--- src/rtl/lcd_timing_pkg.sv ---
// Shared raster timing types and default 800x480 panel constants.
package lcd_timing_pkg;

  typedef enum logic [1:0] {PH_SYNC, PH_BACK, PH_ACTIVE, PH_FRONT} phase_t;

  localparam int ADDR_W    = 11;
  localparam int MAX_TOTAL = 2047;

  localparam int DEF_H_SYNC   = 48;
  localparam int DEF_H_BACK   = 88;
  localparam int DEF_H_ACTIVE = 800;
  localparam int DEF_H_FRONT  = 40;
  localparam int DEF_V_SYNC   = 3;
  localparam int DEF_V_BACK   = 32;
  localparam int DEF_V_ACTIVE = 480;
  localparam int DEF_V_FRONT  = 13;

endpackage

--- src/rtl/lcd_sync_module_if.sv ---
// Raster outputs handed to the colour stage and the panel.
interface lcd_sync_module_if;
  import lcd_timing_pkg::*;

  logic              ready_sig;
  logic [ADDR_W-1:0] column_addr_sig;
  logic [ADDR_W-1:0] row_addr_sig;
  logic              frame_start;
  logic              lcd_hsync;
  logic              lcd_vsync;
  logic              lcd_de;

  modport master (output ready_sig, column_addr_sig, row_addr_sig, frame_start,
                  lcd_hsync, lcd_vsync, lcd_de);
  modport slave  (input  ready_sig, column_addr_sig, row_addr_sig, frame_start,
                  lcd_hsync, lcd_vsync, lcd_de);
endinterface

--- src/rtl/lcd_axis_timer.sv ---
// One raster axis: wrapping counter plus SYNC/BACK/ACTIVE/FRONT phase tracker.
module lcd_axis_timer
  import lcd_timing_pkg::*;
#(
  parameter int SYNC   = 1,
  parameter int BACK   = 1,
  parameter int ACTIVE = 1,
  parameter int FRONT  = 1
) (
  input  logic              clk,
  input  logic              rstn,
  input  logic              step,
  output logic [ADDR_W-1:0] cnt,
  output phase_t            phase,
  output logic              wrap,
  output logic [ADDR_W-1:0] active_idx
);

  localparam logic [ADDR_W-1:0] LAST_SYNC   = ADDR_W'(SYNC - 1);
  localparam logic [ADDR_W-1:0] LAST_BACK   = ADDR_W'(SYNC + BACK - 1);
  localparam logic [ADDR_W-1:0] LAST_ACTIVE = ADDR_W'(SYNC + BACK + ACTIVE - 1);
  localparam logic [ADDR_W-1:0] LAST_TOTAL  = ADDR_W'(SYNC + BACK + ACTIVE + FRONT - 1);
  localparam logic [ADDR_W-1:0] ACT_OFFSET  = ADDR_W'(SYNC + BACK);

  logic [ADDR_W-1:0] r_cnt;
  phase_t            r_phase;
  phase_t            w_phase_nxt;
  logic [ADDR_W-1:0] w_last;

  assign wrap = step && (r_cnt == LAST_TOTAL);

  always_ff @(posedge clk or negedge rstn) begin
    if (!rstn) begin
      r_cnt <= '0;
    end else if (step) begin
      r_cnt <= wrap ? '0 : r_cnt + 1'b1;
    end
  end

  always_ff @(posedge clk or negedge rstn) begin
    if (!rstn) r_phase <= PH_SYNC;
    else       r_phase <= w_phase_nxt;
  end

  // Phase moves on when the counter sits on that phase's last count.
  always_comb begin
    w_last      = LAST_SYNC;
    w_phase_nxt = r_phase;
    case (r_phase)
      PH_SYNC:   w_last = LAST_SYNC;
      PH_BACK:   w_last = LAST_BACK;
      PH_ACTIVE: w_last = LAST_ACTIVE;
      default:   w_last = LAST_TOTAL;
    endcase
    if (step && (r_cnt == w_last)) begin
      case (r_phase)
        PH_SYNC:   w_phase_nxt = PH_BACK;
        PH_BACK:   w_phase_nxt = PH_ACTIVE;
        PH_ACTIVE: w_phase_nxt = PH_FRONT;
        default:   w_phase_nxt = PH_SYNC;
      endcase
    end
  end

  assign cnt        = r_cnt;
  assign phase      = r_phase;
  assign active_idx = r_cnt - ACT_OFFSET;

endmodule

--- src/rtl/lcd_sync_module.sv ---
// RGB LCD raster generator: visible-pixel addresses and delayed panel strobes.
module lcd_sync_module
  import lcd_timing_pkg::*;
#(
  parameter int   H_SYNC   = DEF_H_SYNC,
  parameter int   H_BACK   = DEF_H_BACK,
  parameter int   H_ACTIVE = DEF_H_ACTIVE,
  parameter int   H_FRONT  = DEF_H_FRONT,
  parameter int   V_SYNC   = DEF_V_SYNC,
  parameter int   V_BACK   = DEF_V_BACK,
  parameter int   V_ACTIVE = DEF_V_ACTIVE,
  parameter int   V_FRONT  = DEF_V_FRONT,
  parameter logic SYNC_POL = 1'b0,
  parameter int   PIPE_DLY = 2
) (
  input  logic               clk,
  input  logic               rstn,
  lcd_sync_module_if.master  bus
);

  localparam int   H_TOTAL = H_SYNC + H_BACK + H_ACTIVE + H_FRONT;
  localparam int   V_TOTAL = V_SYNC + V_BACK + V_ACTIVE + V_FRONT;
  localparam logic INACT   = ~SYNC_POL;

  generate
    if (H_SYNC < 1 || H_BACK < 1 || H_ACTIVE < 1 || H_FRONT < 1 ||
        V_SYNC < 1 || V_BACK < 1 || V_ACTIVE < 1 || V_FRONT < 1 ||
        H_TOTAL > MAX_TOTAL || V_TOTAL > MAX_TOTAL ||
        PIPE_DLY < 0 || PIPE_DLY > 7) begin : g_bad_param
      $error("lcd_sync_module: illegal timing parameters");
    end
  endgenerate

  logic [ADDR_W-1:0] w_h_cnt, w_v_cnt, w_h_idx, w_v_idx;
  phase_t            w_h_phase, w_v_phase;
  logic              w_h_wrap, w_v_wrap;

  lcd_axis_timer #(.SYNC(H_SYNC), .BACK(H_BACK), .ACTIVE(H_ACTIVE), .FRONT(H_FRONT)) u_h (
    .clk(clk), .rstn(rstn), .step(1'b1),
    .cnt(w_h_cnt), .phase(w_h_phase), .wrap(w_h_wrap), .active_idx(w_h_idx)
  );

  lcd_axis_timer #(.SYNC(V_SYNC), .BACK(V_BACK), .ACTIVE(V_ACTIVE), .FRONT(V_FRONT)) u_v (
    .clk(clk), .rstn(rstn), .step(w_h_wrap),
    .cnt(w_v_cnt), .phase(w_v_phase), .wrap(w_v_wrap), .active_idx(w_v_idx)
  );

  logic w_ready, w_first, w_hs_raw, w_vs_raw;

  assign w_ready  = (w_h_phase == PH_ACTIVE) && (w_v_phase == PH_ACTIVE);
  assign w_first  = w_ready && (w_h_idx == '0) && (w_v_idx == '0);
  // hsync is held asserted through every line of the vertical sync interval.
  assign w_hs_raw = ((w_h_phase == PH_SYNC) || (w_v_phase == PH_SYNC)) ? SYNC_POL : INACT;
  assign w_vs_raw = (w_v_phase == PH_SYNC) ? SYNC_POL : INACT;

  logic [ADDR_W-1:0] r_col, r_row;
  logic              r_fs;
  logic [PIPE_DLY:0] r_hs_sr, r_vs_sr, r_de_sr;

  // Stage 0 of each shift register is the output register; PIPE_DLY stages follow.
  always_ff @(posedge clk or negedge rstn) begin
    if (!rstn) begin
      r_col   <= '0;
      r_row   <= '0;
      r_fs    <= 1'b0;
      r_hs_sr <= {(PIPE_DLY+1){INACT}};
      r_vs_sr <= {(PIPE_DLY+1){INACT}};
      r_de_sr <= '0;
    end else begin
      r_col      <= w_ready ? w_h_idx : '0;
      r_row      <= w_ready ? w_v_idx : '0;
      r_fs       <= w_first;
      r_hs_sr[0] <= w_hs_raw;
      r_vs_sr[0] <= w_vs_raw;
      r_de_sr[0] <= w_ready;
      for (int i = 1; i <= PIPE_DLY; i++) begin
        r_hs_sr[i] <= r_hs_sr[i-1];
        r_vs_sr[i] <= r_vs_sr[i-1];
        r_de_sr[i] <= r_de_sr[i-1];
      end
    end
  end

  assign bus.ready_sig       = r_de_sr[0];
  assign bus.column_addr_sig = r_col;
  assign bus.row_addr_sig    = r_row;
  assign bus.frame_start     = r_fs;
  assign bus.lcd_hsync       = r_hs_sr[PIPE_DLY];
  assign bus.lcd_vsync       = r_vs_sr[PIPE_DLY];
  assign bus.lcd_de          = r_de_sr[PIPE_DLY];

endmodule

--- src/flat_wrapper.sv ---
// flat-port wrapper written by rule: the top's interface ports become plain ports
module lcd_sync_module_flat import lcd_timing_pkg::*;
#(
  parameter int   H_SYNC   = DEF_H_SYNC,
  parameter int   H_BACK   = DEF_H_BACK,
  parameter int   H_ACTIVE = DEF_H_ACTIVE,
  parameter int   H_FRONT  = DEF_H_FRONT,
  parameter int   V_SYNC   = DEF_V_SYNC,
  parameter int   V_BACK   = DEF_V_BACK,
  parameter int   V_ACTIVE = DEF_V_ACTIVE,
  parameter int   V_FRONT  = DEF_V_FRONT,
  parameter logic SYNC_POL = 1'b0,
  parameter int   PIPE_DLY = 2
)
  (clk, rstn, bus_ready_sig, bus_column_addr_sig, bus_row_addr_sig, bus_frame_start, bus_lcd_hsync, bus_lcd_vsync, bus_lcd_de);
  lcd_sync_module_if bus_i ();
  input  logic clk;
  input  logic rstn;
  output wire logic [$bits(bus_i.ready_sig)-1:0] bus_ready_sig;
  output wire logic [$bits(bus_i.column_addr_sig)-1:0] bus_column_addr_sig;
  output wire logic [$bits(bus_i.row_addr_sig)-1:0] bus_row_addr_sig;
  output wire logic [$bits(bus_i.frame_start)-1:0] bus_frame_start;
  output wire logic [$bits(bus_i.lcd_hsync)-1:0] bus_lcd_hsync;
  output wire logic [$bits(bus_i.lcd_vsync)-1:0] bus_lcd_vsync;
  output wire logic [$bits(bus_i.lcd_de)-1:0] bus_lcd_de;
  assign bus_ready_sig = bus_i.ready_sig;
  assign bus_column_addr_sig = bus_i.column_addr_sig;
  assign bus_row_addr_sig = bus_i.row_addr_sig;
  assign bus_frame_start = bus_i.frame_start;
  assign bus_lcd_hsync = bus_i.lcd_hsync;
  assign bus_lcd_vsync = bus_i.lcd_vsync;
  assign bus_lcd_de = bus_i.lcd_de;
  lcd_sync_module #(.H_SYNC(H_SYNC), .H_BACK(H_BACK), .H_ACTIVE(H_ACTIVE), .H_FRONT(H_FRONT), .V_SYNC(V_SYNC), .V_BACK(V_BACK), .V_ACTIVE(V_ACTIVE), .V_FRONT(V_FRONT), .SYNC_POL(SYNC_POL), .PIPE_DLY(PIPE_DLY)) u_core (.clk(clk), .rstn(rstn), .bus(bus_i));
endmodule
--- config.mk ---
export PLATFORM = sky130hd
export DESIGN_NAME = lcd_sync_module_flat
export DESIGN_NICKNAME = d
export VERILOG_FILES = /design/src/rtl/lcd_timing_pkg.sv /design/src/rtl/lcd_sync_module_if.sv /design/src/rtl/lcd_axis_timer.sv /design/src/rtl/lcd_sync_module.sv /design/src/flat_wrapper.sv
export SDC_FILE = /design/constraint.sdc
export NUM_CORES = 1
export LEC_CHECK = 0
export CORE_UTILIZATION = 40
export CTS_BUF_LIST = sky130_fd_sc_hd__clkbuf_8
export CTS_CLUSTER_DIAMETER = 100
export DETAILED_ROUTE_END_ITERATION = 12
export PLACE_DENSITY = 0.59
export SLEW_MARGIN = 20
export SYNTH_ARGS = -nofsm -noshare
export SYNTH_HDL_FRONTEND = slang
export SYNTH_SLANG_ARGS = --single-unit
--- constraint.sdc ---
create_clock -name clk -period 2.4 [get_ports clk]
set_input_delay 0.48 -clock clk [delete_from_list [all_inputs] [get_ports clk]]
set_output_delay 0.48 -clock clk [all_outputs]
set_load 0.03 [all_outputs]
==> results of run 1 <==
## metal layers
metal / up-vias / GRT usage, %
li1: 1034 / -
met3: 10 / 3.86
met1: 1003 / 23.8
met2: 51 / 27.2
met5: - / 0
met4: 0 / 8.64
## path summary, 6_finish.rpt
path / slack, ps / end / cells after the start
worst max-delay path: 380 / u_core.bus.frame_start / 4
worst min-delay path: 160 / u_core.bus.column_addr_sig[9] / 1
worst max register to register: 380 / u_core.bus.frame_start / 4
worst min register to register: 360 / u_core.r_hs_sr[2] / 0
max in group asynchronous: 1520 / u_core.r_hs_sr[0] / 2
min in group clk: 360 / u_core.r_hs_sr[2] / 0
## final cells by class
cell class                 instances  share of cell area, %
clock buffer                       9                   3.50
timing repair buffer              40                   10.3
multi-input combinational        190                   37.8
tap                               96                   3.40
clock inverter                     6                   2.34
inverter                          13                   1.38
sequential                        58                   41.3
## layout by cell type (no fill, tap or decap), drive strengths merged, types with 4 or more instances in the layout
cell type	instances
nand4	9
dfrtp	52
nor4	5
nand2b	4
inv	13
nand3	8
and2	6
clkbuf	9
nor3	6
and3	6
ha	13
nor2	38
buf	13
clkdlybuf4s50	27
xnor2	21
xor2	11
nand2	10
dfstp	6
## cell families after synthesis
group,after synthesis,synth area share (%)
simple gates,111,20.8
flops,58,49.5
buf+inv,35,5.26
xor+xnor,32,9.50
compound gates,29,7.59
fa+ha+maj,13,5.52
mux,5,1.82
## power by group
part,switching (mW),leakage [nW],internal [mW],total [mW]
logic,0.0184,0.765,0.00269,0.0211
clock network,0.376,0.105,0.572,0.948
registers,0,0.769,0.978,0.978
total,0.395,1.64,1.55,1.95
## flip-flops by register name (all words and copies together), names as in the netlist
name / cells
u_core.u_h.cnt: 11
u_core.u_h.phase: 2
u_core.bus.row_addr_sig: 11
u_core.bus.column_addr_sig: 11
u_core.bus.frame_start: 1
u_core.r_hs_sr: 3
u_core.u_v.cnt: 11
u_core.r_vs_sr: 3
u_core.r_de_sr: 3
u_core.u_v.phase: 2
==> impl_metrics.env, run 1 <==
export IMPL_ctsHoldBuffers=0
export IMPL_met1Wirelength_microns=2840
export IMPL_final_util_pct=50.9
export IMPL_period_minus_slack_ps=2020
export IMPL_setup_worst_path_start="u_core.u_v.cnt[0]"
export IMPL_drtPass1Iterations=4
export IMPL_dr_first_iter_drc_count=155
export IMPL_pin_count=29
export IMPL_grt_start_max_net_pins=31
export IMPL_core_sq_um=6940
export IMPL_maxCapViolCount=0
export IMPL_crit_fanout=10
export IMPL_rows=30
export IMPL_hold_violations=0
export IMPL_dieArea_sq_um=7720
export IMPL_met2_length_microns=2700
export IMPL_worstPathRequired_ps=2640
export IMPL_synth_enable_flop_cells=0
export IMPL_grt_pass1_vias=2070
export IMPL_wl_per_cell_microns=14.4
export IMPL_post_synth_top_count_cell="dfrtp_1"
export IMPL_io_buffers=28
export IMPL_clk_pin_slew_ps=70
export IMPL_gp_congestion=0.785
export IMPL_finalWorstSetupSlack_ps=379
export IMPL_avgViaCountPerCell=5.09
export IMPL_fmax_ghz=0.495
export IMPL_crit_path_start_kind="flop"
export IMPL_ctsResizeCount=0
export IMPL_slew_violations=0
export IMPL_instances_no_fill=412
export IMPL_crit_family="simple AND/OR/NAND/NOR gates"
export IMPL_synth_net_count=298
export IMPL_cp_arrival_ps=2260
export IMPL_diodes=0
export IMPL_tritoncts="built"
export IMPL_synth_area_sq_um=2950
export IMPL_hold_ws_ps=157
export IMPL_status="completed"
export IMPL_cellLeakagePower_nw=1.64
export IMPL_power_mw=1.95
export IMPL_wirelength_microns=5920
export IMPL_syn_avg_cell_area_sq_um=10.4
export IMPL_synth_top_area_share_pct=44.1
export IMPL_ys_warn_count=0
export IMPL_p_per_area_nw_per_um2=551
export IMPL_cts_max_path_buffers=2
export IMPL_slowest_delay_ps=530
export IMPL_overflow=0
export IMPL_slew_headroom_pct=58.1
export IMPL_yosys_top_cells_count="dfrtp_1, nor2_1, xnor2_1"
export IMPL_grt_total_usage_pct=17.7
export IMPL_dp_hpwl_microns=4100
export IMPL_post_cts_setup_buffer_count=0
export IMPL_routed_top_layer="met4"
export IMPL_numClockSinks=58
export IMPL_htree_levels=3
export IMPL_cpMaxStageDelayCell="a2111o_1"
export IMPL_ys_seq_area_share_pct=49.5
export IMPL_drive_above_1_share_pct=14.6
export IMPL_worst_pin_slew_ps=628
export IMPL_place_ws_ps=386
export IMPL_fillers=640
export IMPL_ant_nets=0
export IMPL_skew_ps=9.20
export IMPL_synth_area_leaders="dfrtp_1, xnor2_1, ha_1, dfstp_2, nor2_1"
export IMPL_grt_pass1_wl_microns=10200
export IMPL_synth_seq_cells=58
export IMPL_synth_largest_area_cell="dfrtp_1"
export IMPL_drcViolationCount=0
export IMPL_synth_cells=283
export IMPL_critical_path_class="reg -> reg"
export IMPL_regArea_sq_um=1460
export IMPL_r2r_start="u_core.u_v.cnt[0]"
export IMPL_die_w_microns=87.9
export IMPL_final_cell_area_sq_um=3530
export IMPL_cts_root_buffer="clkbuf_8"
export IMPL_end_kind="flop"
export IMPL_rsz0062_at_grt="no"
export IMPL_async_flop_share_pct=100
export IMPL_die_height_microns=87.9
export IMPL_period_share_pct=84.2
export IMPL_setup_viol=0
export IMPL_cts_buffers=9
export IMPL_min_path_type="in -> async"
export IMPL_dr_wl_met3_microns=267
export IMPL_nets=327
export IMPL_dp_cells=397
export IMPL_antenna_found_initial=0
export IMPL_start_util_pct=42.5
export IMPL_insertion_delay_ps=330
export IMPL_path_buf_inv=0
export IMPL_tns_ps=0
export IMPL_syn2layout_area_growth_pct=19.9
export IMPL_synth_flop_cell="dfrtp_1"
export IMPL_yosysUniqueCellTypes=57
export IMPL_crit_chain="a2111o_1, or4b_1, o211a_1, nor4_2"
export IMPL_multiInputGateArea_sq_um=1340
export IMPL_vias=2098
export IMPL_place_area_sq_um=3330
export IMPL_ir_drop_v=0.000313
No activity file was read; power rests on OpenSTA's default activity.
==> inputs of run 2 (changes only) <==
--- a/config.mk
+++ b/config.mk
@@ -9,7 +9,7 @@
 export CTS_BUF_LIST = sky130_fd_sc_hd__clkbuf_8
 export CTS_CLUSTER_DIAMETER = 100
 export DETAILED_ROUTE_END_ITERATION = 12
-export PLACE_DENSITY = 0.59
+export PLACE_DENSITY = 0.62
 export SLEW_MARGIN = 20
 export SYNTH_ARGS = -nofsm -noshare
 export SYNTH_HDL_FRONTEND = slang
==> constraint.sdc (replaced) <==
create_clock -name clk -period 1.6 [get_ports clk]
set_input_delay 0.32 -clock clk [delete_from_list [all_inputs] [get_ports clk]]
set_output_delay 0.32 -clock clk [all_outputs]
set_load 0.03 [all_outputs]
==> run 2 against run 1 <==
The flow now finishes with violations (negative setup slack); largest power group is now the clock network; non-clock buffer count rose by 75; highest routed layer unchanged; critical path type unchanged; core utilization rose by 12 points; global-route usage rose by 1.5 points; final cell count rose by 18%; combinational power rose by 69%.
==> impl_metrics.env, run 2 (synthesized netlist as in run 1, its figures left out) <==
export IMPL_overflow=0
export IMPL_die_w_microns=87.9
export IMPL_grt_pass1_vias=2219
export IMPL_final_cell_mix="buf_4, dfrtp_1, nor2_1, dlygate4sd2_1, xnor2_1"
export IMPL_rsz0062_at_grt="yes"
export IMPL_tns_ps=-2590
export IMPL_internal_power_mw=2.38
export IMPL_wl_per_cell_microns=14.4
export IMPL_rows=30
export IMPL_gp_congestion=0.838
export IMPL_wirelength_microns=7020
export IMPL_pin_count=29
export IMPL_ant_nets=0
export IMPL_worst_pin_slew_ps=377
export IMPL_crit_chain="a2111o_1, or4b_1, o211a_1, nor4_2"
export IMPL_grt_total_usage_pct=19.3
export IMPL_p_clk_share_pct=49.9
export IMPL_start_util_pct=42.5
export IMPL_antenna_found_initial=0
export IMPL_worstPathRequired_ps=1840
export IMPL_drtPass1Iterations=4
export IMPL_ir_drop_v=0.000423
export IMPL_vias=2408
export IMPL_setup_viol=19
export IMPL_dr_first_iter_drc_count=83
export IMPL_slew_headroom_pct=74.8
export IMPL_cp_arrival_ps=2110
export IMPL_dieArea_sq_um=7720
export IMPL_avgViaCountPerCell=4.93
export IMPL_maxCapViolCount=0
export IMPL_seq_power_share_pct=49.0
export IMPL_fillers=580
export IMPL_syn2layout_area_growth_pct=48.3
export IMPL_dp_cells=457
export IMPL_htree_levels=3
export IMPL_core_sq_um=6940
export IMPL_die_height_microns=87.9
export IMPL_final_common_cell="buf_4"
export IMPL_nets=402
export IMPL_io_buffers=28
export IMPL_power_mw=3.00
export IMPL_cts_max_path_buffers=2
export IMPL_numClockSinks=58
export IMPL_cts_root_buffer="clkbuf_8"
export IMPL_clk_pin_slew_ps=70
export IMPL_insertion_delay_ps=340
export IMPL_p_comb_share_pct=1.2
export IMPL_slowest_delay_ps=520
export IMPL_grt_start_max_net_pins=59
export IMPL_crit_fanout=3
export IMPL_crit_path_start_kind="flop"
export IMPL_min_path_type="reg -> reg"
export IMPL_slew_violations=0
export IMPL_dp_hpwl_microns=4780
export IMPL_drive_above_1_share_pct=38.0
export IMPL_swShare_pct=20.5
export IMPL_rrSetupSlack_ps=-260
export IMPL_fmax_ghz=0.537
export IMPL_diodes=0
export IMPL_grt_pass1_wl_microns=11000
export IMPL_end_kind="flop"
export IMPL_status="finished with violations"
export IMPL_p_sw_mw=0.615
export IMPL_period_minus_slack_ps=1860
export IMPL_instances_no_fill=488
export IMPL_violations="negative setup slack"
export IMPL_skew_ps=11.8
export IMPL_cpMaxStageDelayCell="or4b_1"
export IMPL_finalWorstSetupSlack_ps=-261
export IMPL_drcViolationCount=0
export IMPL_p_per_area_nw_per_um2=685
export IMPL_hold_violations=0
export IMPL_period_share_pct=116
export IMPL_cts_buffers=9
export IMPL_cellLeakagePower_nw=2.25
export IMPL_tritoncts="built"
export IMPL_critical_path_class="reg -> reg"
-- run 2: cell types whose count changed in the layout (fill, tap and decap cells not counted), sizes merged --
cell | before | now
clkdlybuf4s15 | 0 | 1
clkbuf | 9 | 10
inv | 13 | 14
clkinv | 3 | 2
clkdlybuf4s50 | 27 | 0
buf | 13 | 87
dlygate4sd2 | 0 | 26
dlygate4sd3 | 0 | 1
-- run 2: path summary, 6_finish.rpt --
path / start / end / cells past startpoint
max reg2reg: u_core.u_v.cnt[0] / u_core.bus.frame_start / 4
max in group asynchronous: rstn / u_core.r_hs_sr[0] / 3
min reg2reg: u_core.r_de_sr[1] / u_core.r_de_sr[2] / 0
max: u_core.u_v.cnt[0] / u_core.bus.frame_start / 4
min: u_core.r_de_sr[1] / u_core.r_de_sr[2] / 0
min in group asynchronous: rstn / u_core.bus.column_addr_sig[6] / 3
-- run 2: routing by layer --
layer / part of all wire, % / routed length (microns) / vias up / GRT usage (%)
met5: 0 / 0 / - / 0
met4: 1.4 / 99 / 0 / 8.35
met3: 3.9 / 272 / 8 / 4.62
met2: 47 / 3270 / 55 / 29.8
met1: 48 / 3370 / 1155 / 25.7
li1: - / - / 1190 / -
-- run 2: per-stage QoR --
stage	worst slack, ps	hold slack (ps)	area, sq um	utilization, %
detailed placement	-301	341	3850	55.5
global route	-343	358	4370	63.0
CTS	-263	355	4160	59.9
finish	-261	352	4370	63.0
global placement	-290	337	3850	55.5
floorplan	-277	24.4	3040	-
-- run 2: final cells by class --
cell class	instances	area [sq um]	share of cell area (%)
timing repair buffer	115	948	21.7
inverter	13	51.3	1.17
tap	96	120	2.75
multi-input combinational	190	1580	36.0
clock inverter	6	81.3	1.86
sequential	58	1460	33.4
clock buffer	10	138	3.15
-- run 2: power by group through the flow --
stage | clock, mW | combinational (mW) | sequential (mW)
3_5_place_dp | 0 | 0.0359 | 1.49
4_1_cts | 1.51 | 0.0378 | 1.47
6_report | 1.49 | 0.0357 | 1.47
3_3_place_gp | 0 | 0.0356 | 1.49
5_1_grt | 1.58 | 0.0425 | 1.47
2_1_floorplan | 0 | 0.000000705 | 1.49
-- run 2: worst max-delay path: cells and delay by family (launching register included) --
family | cells | cell delay (ps)
simple gates | 2 | 760
compound gates | 2 | 610
flops | 1 | 400
-- run 2: repair_timing --
action,CTS,global route
gates cloned,0,1
buffers inserted,7,6
setup endpoints to repair,45,26
pin swaps,5,22
hold buffers,1,0
gates resized for setup,37,35
endpoints found under the hold margin,52,0
==> inputs of run 3 (changes only) <==
--- a/config.mk
+++ b/config.mk
@@ -10,6 +10,7 @@
 export CTS_CLUSTER_DIAMETER = 100
 export DETAILED_ROUTE_END_ITERATION = 12
 export PLACE_DENSITY = 0.62
+export REMOVE_ABC_BUFFERS = 1
 export SLEW_MARGIN = 20
 export SYNTH_ARGS = -nofsm -noshare
 export SYNTH_HDL_FRONTEND = slang
==> run 3 against run 2 <==
Global-route usage rose by 0.38 points; final area fell by 3.5%; highest routed layer unchanged; critical path depth did not move; clock skew fell by 4.0 ps; combinational power barely moved; clock power fell by 18%; the run still ends with negative setup slack left; power fell by 9.0%; die area did not move; sequential share of layout area rose by 1.3 points; non-clock buffer count fell by 9.
==> impl_metrics.env, run 3 (synthesized netlist as in run 1, its figures left out) <==
export IMPL_pin_count=29
export IMPL_grt_total_usage_pct=19.7
export IMPL_period_minus_slack_ps=1960
export IMPL_drtPass1Iterations=4
export IMPL_final_cell_area_sq_um=4220
export IMPL_ant_nets=0
export IMPL_power_mw=2.73
export IMPL_min_path_type="reg -> reg"
export IMPL_hold_ws_ps=355
export IMPL_crit_chain="a2111o_1, or4b_1, o211a_1, nor4_2"
export IMPL_cts_root_buffer="clkbuf_8"
export IMPL_wl_per_cell_microns=14.1
export IMPL_wirelength_microns=6780
export IMPL_end_kind="flop"
export IMPL_slew_violations=0
export IMPL_clk_pin_slew_ps=70
export IMPL_worstPathRequired_ps=1830
export IMPL_min_path_cells=0
export IMPL_cts_max_path_buffers=2
export IMPL_drcViolationCount=0
export IMPL_rrSetupSlack_ps=-360
export IMPL_final_util_pct=60.7
export IMPL_dr_first_iter_drc_count=109
export IMPL_fmax_ghz=0.511
export IMPL_numClockSinks=58
export IMPL_ir_drop_v=0.000442
export IMPL_grt_start_max_net_pins=46
export IMPL_rows=30
export IMPL_worstHoldStart="u_core.r_de_sr[1]"
export IMPL_slowest_delay_ps=510
export IMPL_r2r_end="u_core.bus.frame_start"
export IMPL_cp_arrival_ps=2190
export IMPL_critical_path_class="reg -> reg"
export IMPL_crit_family="simple AND/OR/NAND/NOR gates"
export IMPL_vias=2381
export IMPL_htree_levels=3
export IMPL_crit_fanout=3
export IMPL_rsz0062_at_grt="yes"
export IMPL_syn2layout_area_growth_pct=43.0
export IMPL_hold_path_end="u_core.r_de_sr[2]"
export IMPL_p_per_area_nw_per_um2=647
export IMPL_antenna_found_initial=0
export IMPL_avgViaCountPerCell=4.97
export IMPL_status="finished with violations"
export IMPL_cp_depth=4
export IMPL_cpMaxStageDelayCell="or4b_1"
export IMPL_fillers=568
export IMPL_period_share_pct=122
export IMPL_hold_violations=0
export IMPL_r2r_start="u_core.u_v.cnt[1]"
export IMPL_violations="negative setup slack"
export IMPL_path_buf_inv=0
export IMPL_worst_pin_slew_ps=383
export IMPL_gp_congestion=0.821
export IMPL_die_height_microns=87.9
export IMPL_final_cell_mix="buf_4, dfrtp_1, nor2_1, dlygate4sd2_1, xnor2_1"
export IMPL_diodes=0
export IMPL_rr_worst_depth=4
export IMPL_io_buffers=28
export IMPL_drive_above_1_share_pct=36.0
export IMPL_dieArea_sq_um=7720
export IMPL_setup_viol=12
export IMPL_tns_ps=-1290
export IMPL_tritoncts="built"
export IMPL_place_area_sq_um=3760
export IMPL_slew_headroom_pct=73.8
export IMPL_maxCapViolCount=0
export IMPL_cts_buffers=9
export IMPL_final_common_cell="buf_4"
export IMPL_nets=393
export IMPL_start_util_pct=42.5
export IMPL_finalWorstSetupSlack_ps=-356
export IMPL_die_w_microns=87.9
export IMPL_cellLeakagePower_nw=2.18
export IMPL_core_sq_um=6940
export IMPL_grt_pass1_wl_microns=11300
export IMPL_grt_pass1_vias=2367
export IMPL_insertion_delay_ps=330
export IMPL_skew_ps=7.84
export IMPL_crit_path_start_kind="flop"
export IMPL_dp_hpwl_microns=4670
export IMPL_overflow=0
[run 3: cell types whose count changed in the layout (fill, tap and decap cells not counted), sizes merged]
cell           delta
clkinvlp          -1
clkdlybuf4s15     -1
clkbuf            +2
inv               +1
dlygate4sd2       +1
buf               -9
bufinv            -2
[run 3: what timing repair did]
| item | 4_1_cts | 5_1_grt |
|---|---|---|
| gates resized for setup | 48 | 29 |
| endpoints found under the setup margin | 43 | 29 |
| hold buffers | 1 | 0 |
| pin swaps | 5 | 20 |
| endpoints found under the hold margin | 7 | 0 |
| buffers inserted | 4 | 5 |
| cloned | 1 | 1 |
[run 3: how the worst max path moves through the flow]
stage,endpoint,slack (ps),start
3_3_place_gp,u_core.bus.frame_start,-270,u_core.u_v.cnt[0]
6_report,u_core.bus.frame_start,-360,u_core.u_v.cnt[1]
3_5_place_dp,u_core.bus.frame_start,-360,u_core.u_h.cnt[4]
5_1_grt,u_core.bus.frame_start,-390,u_core.u_v.cnt[0]
2_1_floorplan,u_core.u_v.phase[1],-1130,u_core.u_h.cnt[7]
4_1_cts,u_core.bus.frame_start,-300,u_core.u_h.cnt[4]
[run 3: metrics by stage]
stage	instances	worst slack, ps
finish	479	-356
CTS	475	-300
global placement	453	-267
global route	479	-386
detailed placement	453	-361
floorplan	261	-1130
[run 3: worst register-to-register path: stages (launching register included)]
cell and delay [ps]:
dfrtp_1 400, a2111o_1 500, or4b_1 510, o211a_1 160, nor4_2 290
[run 3: where the power goes]
group | internal, mW | total [mW] | switching, mW
clock | 0.672 | 1.22 | 0.552
combinational | 0.00750 | 0.0358 | 0.0283
sequential | 1.47 | 1.47 | 0
[run 3: cell type report]
cell class	count	area, sq um	share of cell area (%)
multi-input combinational	190	1540	36.5
sequential	58	1460	34.6
timing repair buffer	106	868	20.6
clock buffer	12	165	3.92
tap	96	120	2.85
inverter	13	48.8	1.16
clock inverter	4	17.5	0.415
[run 3: metal layers]
layer | wire [microns] | share of wire (%) | GRT usage (%) | vias up
li1 | - | - | - | 1171
met1 | 3090 | 46 | 25.2 | 1139
met2 | 3300 | 49 | 31.9 | 57
met3 | 223 | 3.3 | 3.39 | 14
met4 | 153 | 2.3 | 10.3 | 0
met5 | 0 | 0 | 0 | -
